[config.mk]
export PLATFORM = sky130hd
export DESIGN_NAME = serial_add_ctrl_flat
export DESIGN_NICKNAME = d
export VERILOG_FILES = /design/src/rtl/serial_add_pkg.sv /design/src/rtl/serial_add_ctrl_if.sv /design/src/rtl/all_adder.sv /design/src/rtl/serial_add_ctrl.sv /design/src/flat_wrapper.sv
export SDC_FILE = /design/constraint.sdc
export NUM_CORES = 1
export LEC_CHECK = 0
export CORE_UTILIZATION = 35
export CTS_BUF_LIST = sky130_fd_sc_hd__clkbuf_2
export DETAILED_ROUTE_END_ITERATION = 12
export PLACE_DENSITY = 0.65
export SLEW_MARGIN = 0
export SYNTH_ARGS = -nofsm -noshare
export SYNTH_HDL_FRONTEND = slang
export SYNTH_SLANG_ARGS = --single-unit
[constraint.sdc]
create_clock -name sys_clk -period 3.3 [get_ports sys_clk]
set_input_delay 0.66 -clock sys_clk [delete_from_list [all_inputs] [get_ports sys_clk]]
set_output_delay 0.66 -clock sys_clk [all_outputs]
set_load 0.005 [all_outputs]
[src/rtl/serial_add_pkg.sv]
// Shared types for the bit-serial adder sequencer: FSM state encoding and counter sizing.
package serial_add_pkg;

  typedef enum logic [1:0] {
    ST_IDLE = 2'd0,
    ST_RUN  = 2'd1,
    ST_DONE = 2'd2
  } state_e;

  // Bit counter width: enough to reach WIDTH-1, never narrower than one bit.
  function automatic int unsigned cnt_width(input int unsigned w);
    return (w > 1) ? $clog2(w) : 1;
  endfunction

endpackage

[src/rtl/serial_add_ctrl_if.sv]
// Request/result bundle between a requester and the bit-serial adder.
// The optional `sub` request bit exists only when SERIAL_ADD_SUB_EN is defined.
interface serial_add_ctrl_if #(
  parameter int unsigned WIDTH = 8
);

  logic             start;
  logic [WIDTH-1:0] op_a;
  logic [WIDTH-1:0] op_b;
  logic             cin_init;
`ifdef SERIAL_ADD_SUB_EN
  logic             sub;
`endif
  logic             busy;
  logic             done;
  logic [WIDTH-1:0] result;
  logic             cout;

`ifdef SERIAL_ADD_SUB_EN
  modport master (output start, op_a, op_b, cin_init, sub,
                  input  busy, done, result, cout);
  modport slave  (input  start, op_a, op_b, cin_init, sub,
                  output busy, done, result, cout);
`else
  modport master (output start, op_a, op_b, cin_init,
                  input  busy, done, result, cout);
  modport slave  (input  start, op_a, op_b, cin_init,
                  output busy, done, result, cout);
`endif

endinterface

[src/rtl/all_adder.sv]
// One-bit full-adder cell: sum and carry-out (count) of three input bits.
module all_adder (
  input  logic in_1,
  input  logic in_2,
  input  logic cin,
  output logic sum,
  output logic count
);

  assign sum   = in_1 ^ in_2 ^ cin;
  assign count = (in_1 & in_2) | (cin & (in_1 ^ in_2));

endmodule

[src/rtl/serial_add_ctrl.sv]
// Bit-serial adder sequencer: LSB-first, one bit per clock through a single full-adder cell.
// Optional subtract mode is built in when SERIAL_ADD_SUB_EN is defined.
module serial_add_ctrl
  import serial_add_pkg::*;
#(
  parameter int unsigned WIDTH = 8
) (
  input  logic              sys_clk,
  input  logic              sys_rst_n,
  serial_add_ctrl_if.slave  bus
);

  localparam int unsigned CNT_W = cnt_width(WIDTH);

  state_e           state_q,  state_d;
  logic [WIDTH-1:0] a_sr_q,   a_sr_d;
  logic [WIDTH-1:0] b_sr_q,   b_sr_d;
  logic [WIDTH-1:0] result_q, result_d;
  logic [CNT_W-1:0] cnt_q,    cnt_d;
  logic             carry_q,  carry_d;
  logic             cout_q,   cout_d;
  logic             busy_q,   busy_d;
  logic             done_q,   done_d;

  logic             sum_c;
  logic             count_c;
  logic             last_c;
  logic [WIDTH:0]   res_ext_c;
  logic [WIDTH-1:0] b_load_c;
  logic             carry_load_c;

  // Subtraction is A + ~B + 1; the adder datapath is shared.
`ifdef SERIAL_ADD_SUB_EN
  assign b_load_c     = bus.sub ? ~bus.op_b : bus.op_b;
  assign carry_load_c = bus.sub ? 1'b1 : bus.cin_init;
`else
  assign b_load_c     = bus.op_b;
  assign carry_load_c = bus.cin_init;
`endif

  all_adder u_fa (
    .in_1  (a_sr_q[0]),
    .in_2  (b_sr_q[0]),
    .cin   (carry_q),
    .sum   (sum_c),
    .count (count_c)
  );

  always_comb begin
    state_d   = state_q;
    a_sr_d    = a_sr_q;
    b_sr_d    = b_sr_q;
    result_d  = result_q;
    cnt_d     = cnt_q;
    carry_d   = carry_q;
    cout_d    = cout_q;
    res_ext_c = {sum_c, result_q};
    last_c    = (cnt_q == CNT_W'(WIDTH - 1));

    case (state_q)
      ST_IDLE: begin
        if (bus.start) begin
          a_sr_d  = bus.op_a;
          b_sr_d  = b_load_c;
          carry_d = carry_load_c;
          cnt_d   = '0;
          state_d = ST_RUN;
        end
      end
      ST_RUN: begin
        // Sum bits enter at the MSB so the LSB lands at bit 0 after WIDTH shifts.
        a_sr_d   = a_sr_q >> 1;
        b_sr_d   = b_sr_q >> 1;
        result_d = res_ext_c[WIDTH:1];
        carry_d  = count_c;
        cnt_d    = cnt_q + CNT_W'(1);
        if (last_c) begin
          cout_d  = count_c;
          state_d = ST_DONE;
        end
      end
      ST_DONE: state_d = ST_IDLE;
      default: state_d = ST_IDLE;
    endcase

    busy_d = (state_d != ST_IDLE);
    done_d = (state_d == ST_DONE);
  end

  always_ff @(posedge sys_clk) begin
    if (!sys_rst_n) begin
      state_q  <= ST_IDLE;
      a_sr_q   <= '0;
      b_sr_q   <= '0;
      result_q <= '0;
      cnt_q    <= '0;
      carry_q  <= 1'b0;
      cout_q   <= 1'b0;
      busy_q   <= 1'b0;
      done_q   <= 1'b0;
    end else begin
      state_q  <= state_d;
      a_sr_q   <= a_sr_d;
      b_sr_q   <= b_sr_d;
      result_q <= result_d;
      cnt_q    <= cnt_d;
      carry_q  <= carry_d;
      cout_q   <= cout_d;
      busy_q   <= busy_d;
      done_q   <= done_d;
    end
  end

  assign bus.busy   = busy_q;
  assign bus.done   = done_q;
  assign bus.result = result_q;
  assign bus.cout   = cout_q;

endmodule

[src/flat_wrapper.sv]
// flat-port wrapper written by rule: the top's interface ports become plain ports
module serial_add_ctrl_flat import serial_add_pkg::*;
#(
  parameter int unsigned WIDTH = 8
)
  (sys_clk, sys_rst_n, bus_start, bus_op_a, bus_op_b, bus_cin_init, bus_busy, bus_done, bus_result, bus_cout);
  serial_add_ctrl_if #(.WIDTH(WIDTH)) bus_i ();
  input  logic sys_clk;
  input  logic sys_rst_n;
  input wire logic [$bits(bus_i.start)-1:0] bus_start;
  input wire logic [$bits(bus_i.op_a)-1:0] bus_op_a;
  input wire logic [$bits(bus_i.op_b)-1:0] bus_op_b;
  input wire logic [$bits(bus_i.cin_init)-1:0] bus_cin_init;
  output wire logic [$bits(bus_i.busy)-1:0] bus_busy;
  output wire logic [$bits(bus_i.done)-1:0] bus_done;
  output wire logic [$bits(bus_i.result)-1:0] bus_result;
  output wire logic [$bits(bus_i.cout)-1:0] bus_cout;
  assign bus_i.start = bus_start;
  assign bus_i.op_a = bus_op_a;
  assign bus_i.op_b = bus_op_b;
  assign bus_i.cin_init = bus_cin_init;
  assign bus_busy = bus_i.busy;
  assign bus_done = bus_i.done;
  assign bus_result = bus_i.result;
  assign bus_cout = bus_i.cout;
  serial_add_ctrl #(.WIDTH(WIDTH)) u_core (.sys_clk(sys_clk), .sys_rst_n(sys_rst_n), .bus(bus_i));
endmodule
# Yosys cells after proc, flatten, opt, wreduce, memory -nomap -nowiden
# Cells that the tools add are included.
dict set report totals {
  input_bits 20
  regBits 33
}
dict set report op_classes {
  n_bitwise 5
  addsub 1
  muxes 11
  eq_ne 4
  n_reduce_logical 5
}
# operator count
set ops {}
lappend ops {{$pmux 8 s2} 2}
lappend ops {{$mux 8} 2}
lappend ops {{$pmux 3 s2} 1}
lappend ops {{$mux 2} 2}
lappend ops {{$pmux 2 s2} 1}
lappend ops {{$reduce_and 2->1} 2}
lappend ops {{$reduce_bool 2->1} 2}
lappend ops {{$add 3x1->3 const B} 1}
lappend ops {{$eq 3x3->1 const B} 1}
lappend ops {{$mux 3} 1}
lappend ops {{$and 1x1->1} 2}
lappend ops {{$eq 2x1->1 const B} 1}
lappend ops {{$eq 2x2->1 const B} 1}
lappend ops {{$logic_not 2->1} 1}
lappend ops {{$ne 2x2->1 const B} 1}
lappend ops {{$pmux 1 s2} 1}
lappend ops {{$xor 1x1->1} 2}
lappend ops {{$mux 1} 1}
lappend ops {{$or 1x1->1} 1}

# Depth between registers and ports, before layout
dict set report depth {
  depth_word 4
  mapped_depth 5
  mapped_depth_nobuf 5
}

# Hierarchy
# Synthesis repeated with hierarchy kept, for this count alone.
dict set report hier_totals {
  cells_unflattened 139
  hier_area_um2 1363.8
}
# module area_each_um2 cells_per_inst instances
set modules_own_cells {}
lappend modules_own_cells {serial_add_ctrl 1343.8 138 1}
lappend modules_own_cells {all_adder 20.0 1 1}

# Worst setup path after synthesis
# Ideal clock, no wire load.
dict set report synth_timing {
  path_kind {input port to flip-flop}
  from {input bus_start}
  to {register u_core.a_sr_q[5]}
  path_stages 5
  path_slack_ns 1.718
  path_buffers 2
  required_ns 3.183
  t_arrival_ns 1.465
  cell_sequence {or3b_1 -> buf_6 -> buf_12 -> o221ai_2 -> nor2_1}
}
dict set report synth_between {
  elab_chain_cells 2
}
# item line
set synth_rtl {}
lappend synth_rtl {{start, declared} flat_wrapper.sv:10} ;# input wire logic [$bits(bus_i.start)-1:0] bus_start;
lappend synth_rtl {{$ne 2x2->1 (no line)} n/a}
lappend synth_rtl {{$reduce_and 2->1 (no line)} n/a}
lappend synth_rtl {{end signal, assigned} serial_add_ctrl.sv:103} ;# a_sr_q <= a_sr_d;
lappend synth_rtl {{end, declared} serial_add_ctrl.sv:16} ;# logic [WIDTH-1:0] a_sr_q, a_sr_d;
# No other way between the ends.
# A chain may end at the register's enable or synchronous reset.

==> flow_summary.toml <==
[global_route]
grtUsageMet1_pct = 15.83
first_global_vias = 933
grt_max_degree = 28
grt_pass1_wl_microns = 4126
track_usage_pct = 12.93
grt-ovfl-total = 0
grt_use_met3_pct = 3.169
grt-busiest-layer = "met2"
use_met2_pct = 20.53
antenna_found_initial = 0

[sta]
setup_slack_ns = 1.315
worstMarginPinSlew_ns = 1.065
rsz0062_at_grt = "no"
timing_hold_violations_final = 0
hold_slack_ns = 0.4761
post-route-period-util_pct = 60.15
period_minus_slack_ns = 1.985
setup_viol = 0
drv_slew = 0
fmax_ghz = 0.5038
max_slew_margin_pct = 28.77
fin_setup_tns_ns = 0
fin_worst_skew_ns = 0.006639

[power_and_ir_drop]
clkPwrFrac_pct = 25.7
p_sw_share_pct = 25.91
power_leakage_nw = 0.6328
p_comb_share_pct = 14.2
powerDensity_nw_per_um2 = 425.5
internal-power_w = 0.0005396
power_w = 0.0007283
p_seq_share_pct = 60.0
switching_power_w = 0.0001887
ir_worst_vdd_mv = 0.1942

[place]
place_congestion = 0.6477
preCtsSetupSlack_ns = 0.9252
io_buffers = 30
dpl.hpwl_microns = 1682
postPlaceCellArea_sq_um = 1672

[worst_setup_path]
worstPathRequired_ns = 3.59
r2r_slack_ns = 1.70
critPathArrivalTime_ns = 2.28
critPathCaptureType = "register"
worst_setup_path_start_kind = "input port"
cp_max_fo = 27
endpoint = "u_core.state_q[0]"
r2r-end = "u_core.a_sr_q[0]"
startpoint = "sys_rst_n"
r2r-start = "u_core.state_q[1]"
critPathKind = "input port to register"
worstRegToRegCells = 3

[cells_and_area]
drive_gt1_share_pct = 12.43
syn2layout_area_growth_pct = 25.50
fin_nets = 191
finalInstanceArea_sq_um = 1712
antenna_cells = 0
final_cell_mix = "dfxtp_1, nor2_1, clkdlybuf4s50_1"
mostFrequentLayoutCell = "dfxtp_1"

[cts]
path_clk_slew_ns = 0.15
cts_resized = 0
htreeDepth = 2
cts_tree = "yes"
clk_latency_ns = 0.35
post_cts_buffers = 0
numCtsBuffers = 5
ctsHoldBuffers = 0
cts_root_buffer = "clkbuf_2"
clockBufferDepth = 2
cts.sinks = 33

[synth]
yosysTopAreaCell = "dfxtp_1"
yosysSeqAreaShare_pct = 48.44
yosysWarnings = 0
synth.avg_cell_area_sq_um = 9.812
synth_nets = 162
ys_ff_latch = 33
syn_inst = 139
synth.distinct_cells = 26
yosys-top-cells-area = "dfxtp_1, o221ai_2, nor2_1, a21boi_0, nand2_1"
synth.top_cell.area_share_pct = 48.44
netlist_area_sq_um = 1364

[drt]
drt-total-wl_microns = 2495
wl_per_cell_microns = 11.50
final_antenna_net_count = 0
drc_errors = 0
viasPerCell = 4.876
drtIter0Drc = 39
vias = 1058
firstDrtPassIters = 4

[worst_hold_path]
hp-class = "register to register"

[die]
die_x_microns = 64.42
initial_core_util_pct = 36.97
num_rows = 22
fp.dieArea_sq_um = 4150
core_area_sq_um = 3689
die_h_microns = 64.42
pin_count = 31

[run]
drv_cap = 0

[status]
outcome = "finished, final reports clean"
-- per-stage QoR --
stage | util (%) | cells
2_1_floorplan | - | 139
3_3_place_gp | 45.32 | 209
3_5_place_dp | 45.32 | 209
4_1_cts | 46.40 | 217
5_1_grt | 46.40 | 217
6_report | 46.40 | 217
-- area by class of cell --
cell class | count | area (sq um)
tap | 48 | 60.06
multi-input combinational | 95 | 631.9
sequential | 33 | 660.6
timing repair buffer | 32 | 315.3
fill | 373 | 1977
clock buffer | 8 | 40.04
inverter | 1 | 3.754
-- synthesized netlist by cell type --
cell type / number
nand2_1: 17
buf_1: 2
nand3_1: 1
ha_1: 2
o221ai_1: 5
o21bai_1: 1
nor3b_1: 1
buf_2: 5
nor2_1: 30
fa_1: 1
nor2b_1: 5
or3b_1: 1
inv_1: 1
a22oi_1: 4
o211a_1: 1
dfxtp_1: 33
clkbuf_1: 1
o21ai_0: 1
buf_12: 1
o221ai_2: 10
a21boi_0: 10
and2_1: 1
or2b_1: 1
and3_1: 2
o21ba_2: 1
buf_6: 1
-- how the worst min path moves through the flow --
| stage | cells past startpoint | to | startpoint |
|---|---|---|---|
| 2_1_floorplan | 2 | u_core.a_sr_q[1] | u_core.a_sr_q[1] |
| 3_3_place_gp | 2 | u_core.a_sr_q[2] | u_core.a_sr_q[2] |
| 3_5_place_dp | 2 | u_core.a_sr_q[1] | u_core.a_sr_q[1] |
| 4_1_cts | 2 | u_core.bus.result[0] | u_core.bus.result[0] |
| 5_1_grt | 2 | u_core.bus.result[0] | u_core.bus.result[0] |
| 6_report | 2 | u_core.bus.result[0] | u_core.bus.result[0] |
-- flip-flops by register name, summed over array words and instances (netlist names) --
| signal | cells |
|---|---|
| u_core.bus.cout | 1 |
| u_core.state_q | 2 |
| u_core.bus.busy | 1 |
| u_core.carry_q | 1 |
| u_core.a_sr_q | 8 |
| u_core.cnt_q | 3 |
| u_core.b_sr_q | 8 |
| u_core.bus.result | 8 |
| u_core.bus.done | 1 |
-- critical path: stages --
cell,delay [ns]
clkdlybuf4s50_1,1.17
and2_1,0.26
a21boi_0,0.18
-- per-layer routing --
layer / up-vias / wire, microns
met2: 30 / 1114
met1: 476 / 1208
met4: 0 / 51
met5: - / 0
met3: 7 / 120
li1: 545 / -
-- logic make-up after synthesis --
family                   synth area share (%)
adder cells (fa/ha/maj)                 3.303
buffers and inverters                   5.229
AND/OR/NAND/NOR                         18.72
flip-flops                              48.44
AO/OA/AOI/OAI                           24.31
-- power by group through the flow --
stage	Combinational [W]	Sequential [W]	Clock, W
floorplan	0.0000698	0.000443	0
global placement	0.000103	0.000445	0
detailed placement	0.000105	0.000446	0
CTS	0.000106	0.000437	0.000195
global route	0.000116	0.000440	0.000212
finish	0.000104	0.000437	0.000187
Power figures use the tool's default switching activity.
